[src/rtl/pipe_in_test_seq_pkg.sv]
// Shared definitions for the Pipe In data-check sequencer: run states and
// the layout of the 4-bit host status word {aborted, timeout, pass, done}.
package pipe_in_test_seq_pkg;

  typedef enum logic [2:0] {
    IDLE  = 3'd0,
    ARM   = 3'd1,
    RUN   = 3'd2,
    DRAIN = 3'd3,
    DONE  = 3'd4
  } state_t;

  localparam int STAT_DONE    = 0;
  localparam int STAT_PASS    = 1;
  localparam int STAT_TIMEOUT = 2;
  localparam int STAT_ABORTED = 3;
  localparam int STAT_W       = 4;

  typedef struct packed {
    logic aborted;
    logic timeout;
    logic pass;
    logic done;
  } status_t;

endpackage

[src/rtl/pipe_in_test_seq.sv]
// Pipe In data-check sequencer. Holds the checker in reset while a run is
// armed, loads its configuration, counts accepted pipe writes up to the
// programmed target and latches the checker's error count and the run status
// for the host once the run has drained.
module pipe_in_test_seq
  import pipe_in_test_seq_pkg::*;
#(
  parameter int CNT_W   = 32,
  parameter int TMO_W   = 24,
  parameter int RST_CYC = 4
) (
  input  logic             clk,
  input  logic             reset,
  input  logic             start,
  input  logic             abort,
  input  logic [2:0]       cfg_pattern,
  input  logic [31:0]      cfg_fixed,
  input  logic [31:0]      cfg_throttle,
  input  logic [CNT_W-1:0] cfg_words,
  input  logic [TMO_W-1:0] cfg_timeout,
  input  logic             pipe_in_write,
  input  logic [31:0]      chk_error_count,
  output logic             chk_reset,
  output logic             chk_throttle_set,
  output logic [2:0]       chk_pattern,
  output logic [31:0]      chk_fixed,
  output logic [31:0]      chk_throttle,
  output logic             busy,
  output logic             done,
  output logic             pass,
  output logic             timeout,
  output logic             aborted,
  output logic [CNT_W-1:0] words_seen,
  output logic [31:0]      errors
);

  localparam int ARM_W = (RST_CYC > 1) ? $clog2(RST_CYC) : 1;
  localparam logic [ARM_W-1:0] ARM_LAST = ARM_W'(RST_CYC - 1);
  localparam logic [ARM_W-1:0] ARM_ONE  = ARM_W'(1);
  localparam logic [CNT_W-1:0] CNT_ONE  = {{(CNT_W-1){1'b0}}, 1'b1};
  localparam logic [TMO_W-1:0] TMO_ONE  = {{(TMO_W-1){1'b0}}, 1'b1};

  state_t           state;
  state_t           state_nx;
  logic [ARM_W-1:0] arm_cnt;
  logic             drain_cnt;
  logic [CNT_W-1:0] target;
  logic [TMO_W-1:0] tmo_limit;
  logic [TMO_W-1:0] idle_cnt;
  status_t          stat;

  logic             start_ok;
  logic             abort_ok;
  logic             arm_last;
  logic             drain_last;
  logic             final_hit;
  logic             tmo_hit;
  logic [CNT_W-1:0] words_inc;
  logic [TMO_W-1:0] idle_inc;

  assign done    = stat.done;
  assign pass    = stat.pass;
  assign timeout = stat.timeout;
  assign aborted = stat.aborted;

  // Qualified events: which triggers are honoured in the current state, and
  // the saturating increments plus the end-of-run conditions seen in RUN.
  // A write in the cycle the idle limit would be reached counts as activity.
  always_comb begin
    start_ok   = start && (state == IDLE || state == DONE);
    abort_ok   = abort && (state == ARM || state == RUN || state == DRAIN);
    words_inc  = (&words_seen) ? words_seen : words_seen + CNT_ONE;
    idle_inc   = (&idle_cnt) ? idle_cnt : idle_cnt + TMO_ONE;
    arm_last   = (state == ARM) && (arm_cnt == ARM_LAST);
    drain_last = (state == DRAIN) && drain_cnt;
    final_hit  = (state == RUN) && pipe_in_write && (words_seen == target - CNT_ONE);
    tmo_hit    = (state == RUN) && !pipe_in_write && (tmo_limit != '0) &&
                 (idle_inc == tmo_limit);
  end

  // State register; reset drops straight back to IDLE from any state.
  always_ff @(posedge clk or posedge reset) begin
    if (reset) state <= IDLE;
    else       state <= state_nx;
  end

  // Next-state decode and the state-derived checker controls. Abort wins over
  // the final-word and timeout events because it is tested first.
  always_comb begin
    state_nx         = state;
    chk_reset        = 1'b0;
    chk_throttle_set = 1'b0;
    busy             = 1'b0;
    case (state)
      IDLE: begin
        chk_reset = 1'b1;
        if (start_ok) state_nx = ARM;
      end
      ARM: begin
        chk_reset        = 1'b1;
        busy             = 1'b1;
        chk_throttle_set = arm_last;
        if (abort_ok)      state_nx = DRAIN;
        else if (arm_last) state_nx = (target == '0) ? DRAIN : RUN;
      end
      RUN: begin
        busy = 1'b1;
        if (abort_ok || final_hit || tmo_hit) state_nx = DRAIN;
      end
      DRAIN: begin
        busy = 1'b1;
        if (!abort_ok && drain_last) state_nx = DONE;
      end
      DONE: begin
        if (start_ok) state_nx = ARM;
      end
      default: state_nx = IDLE;
    endcase
  end

  // Run datapath: configuration capture on start, ARM/DRAIN cycle counters,
  // word and idle counters, and the status latched on entry to DONE. An abort
  // during DRAIN restarts the drain window so the error count settles again.
  always_ff @(posedge clk or posedge reset) begin
    if (reset) begin
      chk_pattern  <= '0;
      chk_fixed    <= '0;
      chk_throttle <= '0;
      target       <= '0;
      tmo_limit    <= '0;
      arm_cnt      <= '0;
      drain_cnt    <= 1'b0;
      idle_cnt     <= '0;
      words_seen   <= '0;
      errors       <= '0;
      stat         <= '0;
    end else if (start_ok) begin
      chk_pattern  <= cfg_pattern;
      chk_fixed    <= cfg_fixed;
      chk_throttle <= cfg_throttle;
      target       <= cfg_words;
      tmo_limit    <= cfg_timeout;
      arm_cnt      <= '0;
      drain_cnt    <= 1'b0;
      idle_cnt     <= '0;
      words_seen   <= '0;
      errors       <= '0;
      stat         <= '0;
    end else begin
      arm_cnt   <= (state == ARM) ? arm_cnt + ARM_ONE : '0;
      drain_cnt <= (state == DRAIN && !abort_ok) ? ~drain_cnt : 1'b0;
      if (pipe_in_write && (state == RUN || state == DRAIN)) words_seen <= words_inc;
      if (state == RUN) idle_cnt <= pipe_in_write ? '0 : idle_inc;
      if (abort_ok)     stat.aborted <= 1'b1;
      else if (tmo_hit) stat.timeout <= 1'b1;
      if (drain_last && !abort_ok) begin
        stat.done <= 1'b1;
        stat.pass <= (chk_error_count == 32'd0) && !stat.timeout && !stat.aborted;
        errors    <= chk_error_count;
      end
    end
  end

endmodule

[config.mk]
export PLATFORM = sky130hd
export DESIGN_NAME = pipe_in_test_seq
export DESIGN_NICKNAME = d
export VERILOG_FILES = /design/src/rtl/pipe_in_test_seq_pkg.sv /design/src/rtl/pipe_in_test_seq.sv
export SDC_FILE = /design/constraint.sdc
export NUM_CORES = 1
export LEC_CHECK = 0
export BUFFER_PORTS_ARGS = -buffer_cell sky130_fd_sc_hd__buf_2
export CORE_UTILIZATION = 44
export DETAILED_ROUTE_END_ITERATION = 7
export PLACE_DENSITY = 0.68
export SLEW_MARGIN = 20
export SYNTH_ARGS = -nofsm -noshare
export SYNTH_HDL_FRONTEND = slang
export SYNTH_SLANG_ARGS = --single-unit
[constraint.sdc]
create_clock -name clk -period 10.16 [get_ports clk]
set_clock_uncertainty 0.1 [all_clocks]
set_input_delay 1.524 -clock clk [delete_from_list [all_inputs] [get_ports clk]]
set_output_delay 1.524 -clock clk [all_outputs]
set_load 0.01 [all_outputs]
==> impl_metrics.csv <==
group,metric,value,unit
critical_path,path_delay_family,"simple AND/OR/NAND/NOR gates",
final_layout,finalNetCount,1783,
global_route,grt_usage,0.245,
synthesis,ys.warnings.count,0,
floorplan,die_w,163,µm
run_status,outcome,"complete, no violations",
final_layout,layout-drive-gt1-share,0.220,
sta,fin_setup_tns,0,ps
synthesis,synth_seq_area_share,0.488,
critical_path,end_kind,"register",
clocking,ctsHtreeMaxLevel,1,
clocking,insertion_delay,530,ps
global_route,grt_pass1_wl,51.8,mm
floorplan,dieArea,26400,µm²
global_route,grt_max_degree,96,
final_layout,n_fill_cell,2380,
floorplan,num_rows,58,
synthesis,yosys.cell_types.count,63,
sta,finalSetupViolations,0,
drt,wirelength,32.4,mm
synthesis,synth_edf_count,0,
clocking,cts_root_buffer,"clkbuf_16",
drt,wl_per_cell,16.5,µm
critical_path,cp-startpoint,"target[0]$_DFFE_PP0P_",
critical_path,crit_type,"register to register",
critical_path,critPathArrivalTime,3980,ps
clocking,postCtsResizedCells,0,
hold_path,min_delay_path_depth,1,
sta,clock.fmax,276,MHz
critical_path,crit_path_max_incr_delay,670,ps
synthesis,async_flop_share,1.00,
placement,dp_hpwl,23.0,mm
final_layout,syn_to_final_growth,22.3,%
clocking,cts.clk_slew.worst_paths,60,ps
sta,hold_viol_final,0,
clocking,postCtsSetupRepairBufs,0,
critical_path,critPathBufInv,1,
synthesis,synth_top_area_share,0.488,
synthesis,synthTopCellsByArea,"dfrtp_1 49%, nand2_1 17%, xor2_1 4.2%",
critical_path,cp-start-kind,"register",
global_route,overflow,0,
synthesis,syn_area,11300,µm²
clocking,ctsHoldBuffers,0,
clocking,cts_buffer_depth,3,
placement,io_buffers,297,
floorplan,core_area,25300,µm²
sta,fin_crit,3620,ps
pwr,leakage,6.93,nW
synthesis,yosysTopAreaCell,"dfrtp_1",
synthesis,synth_nets,1529,
final_layout,layout_common_cells,"500 x nand2_1, 297 x buf_2, 221 x dfrtp_1",
critical_path,required,10510,ps
pwr,total_power,3.73,mW
critical_path,slowest_stage,"nor4b_2",
floorplan,start_util,0.449,
sta,max_slew_margin,0.399,
drt,first_pass_iters,5,
sta,drv_slew,0,
synthesis,synth_flop_cell,"dfrtp_1",
final_layout,final_common_cell,"nand2_1",
synthesis,synth_cells,1364,
sta,tightestPinTransition,902,ps
critical_path,ff2ff_setup_slack,6540,ps
synthesis,avgSynthCellArea,8.31,µm²
pwr,vdd_drop_max,0.175,mV
drt,drtIter0Drc,691,
clocking,cts.sinks,221,
synthesis,synth-seq-cells,221,
clocking,cts_buffers,26,
clocking,cts_tree,"yes",
floorplan,die_h,163,µm
hold_path,hold_path.startpoint,"arm_cnt[0]$_DFF_PP0_",
pwr,pwr_density_cell,269,nW/µm²
sta,rsz0062_at_grt,"no",
drt,ant_nets,0,
floorplan,io_pins,298,
flow_run,cap_viol_max_count,0,
sta,period_share,0.357,
placement,gp_congestion,0.885,
global_route,grt_pass1_vias,10200,
hold_path,hold_class,"register to register",
drt,vias,10500,
critical_path,worst-path-max-fanout,11,
critical_path,reg2reg_to,"state[0]$_DFFE_PP0P_",
critical_path,r2r_cells,10,
critical_path,cp_cell_sequence,"inv_1 -> ha_1 -> nor4b_2 -> nand4_1 -> or4_1 -> o21ai_1 -> nand3_1 -> nor4_1 -> o2111ai_1 -> a31oi_1",
hold_path,hold_end,"arm_cnt[0]$_DFF_PP0_",
drt,vias_per_cell,5.31,
critical_path,r2r_start,"target[0]$_DFFE_PP0P_",
drt,drc,0,
global_route,grt_antenna_before_repair,2,
cells by family after synthesis:
logic type | count (synthesis) | share of synthesized area
XOR/XNOR | 94 | 0.0726
adder cells (fa/ha/maj) | 5 | 0.00552
multiplexers | 6 | 0.00530
flip-flops | 221 | 0.488
AND/OR/NAND/NOR | 762 | 0.297
buffers and inverters | 95 | 0.0333
AO/OA/AOI/OAI | 181 | 0.0988
Yosys cell counts, types with 4 or more instances:
cell and instances:
nand3_1 32, xnor2_1 40, or4_1 6, o2111ai_1 7, a31oi_1 17, ha_1 5, clkbuf_1 65, buf_1 4
mux2i_1 6, o211ai_1 4, nand4_1 30, nor3_1 27, o22ai_1 4, nor2_1 74, nand2b_1 6, xor2_1 54
or3_1 9, dfrtp_1 221, nand2_1 501, o31ai_1 11, nor4_1 31, buf_2 8, nor2b_1 6, a21oi_1 24
o21ai_0 78, a22o_1 4, and3_1 14, inv_1 16, and4_1 7
state kept, by name (all words and copies together) (netlist names), 2 cells and up:
name / cells
chk_pattern: 3
words_seen: 32
target: 32
idle_cnt: 24
state: 3
chk_throttle: 32
tmo_limit: 24
arm_cnt: 2
errors: 32
chk_fixed: 32
metal layers:
| layer | vias to the layer above | track usage | share of wire |
|---|---|---|---|
| met4 | 0 | 0.0772 | 0.027 |
| met2 | 343 | 0.405 | 0.47 |
| li1 | 5110 | - | - |
| met3 | 57 | 0.0502 | 0.068 |
| met5 | - | 0 | 0 |
| met1 | 4954 | 0.321 | 0.43 |
metrics by stage:
stage                     hold slack, ps  instances  utilization  cell area (µm²)  setup slack, ps
final                                335       1969        0.549            13900             6540
after global routing                 358       1968        0.549            13900             6290
after global placement               324       1920        0.515            13000             6210
after CTS                            335       1967        0.549            13900             6580
after floorplan                      307       1364            -            11300             2490
after detailed placement             326       1920        0.515            13000             6150
worst register-to-register path, delay by kind of cell (launching register included):
family          cells  cell delay (ps)
compound gates      3              570
fa+ha+maj           1              400
buf+inv             1              120
flops               1              430
simple gates        5             1930
how the worst max path moves through the flow:
| stage | end | slack, ps | cells past startpoint |
|---|---|---|---|
| 2_1_floorplan | aborted$_DFFE_PP0P_ | 2490 | 1 |
| 3_3_place_gp | target[3]$_DFFE_PP0P_ | 6210 | 4 |
| 3_5_place_dp | target[3]$_DFFE_PP0P_ | 6150 | 4 |
| 4_1_cts | state[0]$_DFFE_PP0P_ | 6580 | 10 |
| 5_1_grt | state[0]$_DFFE_PP0P_ | 6290 | 10 |
| 6_report | state[0]$_DFFE_PP0P_ | 6540 | 10 |
report_power, final:
part           total (mW)  internal (mW)  leakage (nW)  switching [mW]
Sequential           1.55           1.22          2.84           0.335
Combinational        1.26          0.519          3.67           0.745
Clock               0.914          0.548         0.414           0.366
Total                3.73           2.28          6.93            1.45
area by class of cell:
| cell class | count | area (µm²) | area share |
|---|---|---|---|
| multi-input combinational | 1048 | 5450 | 0.393 |
| sequential | 221 | 5530 | 0.399 |
| tap | 330 | 413 | 0.0298 |
| inverter | 16 | 67.6 | 0.00487 |
| clock inverter | 9 | 82.6 | 0.00596 |
| timing repair buffer | 305 | 1550 | 0.112 |
| clock buffer | 38 | 767 | 0.0553 |
| antenna | 2 | 5.00 | 0.000361 |
(Power assumes the default switching activity.)
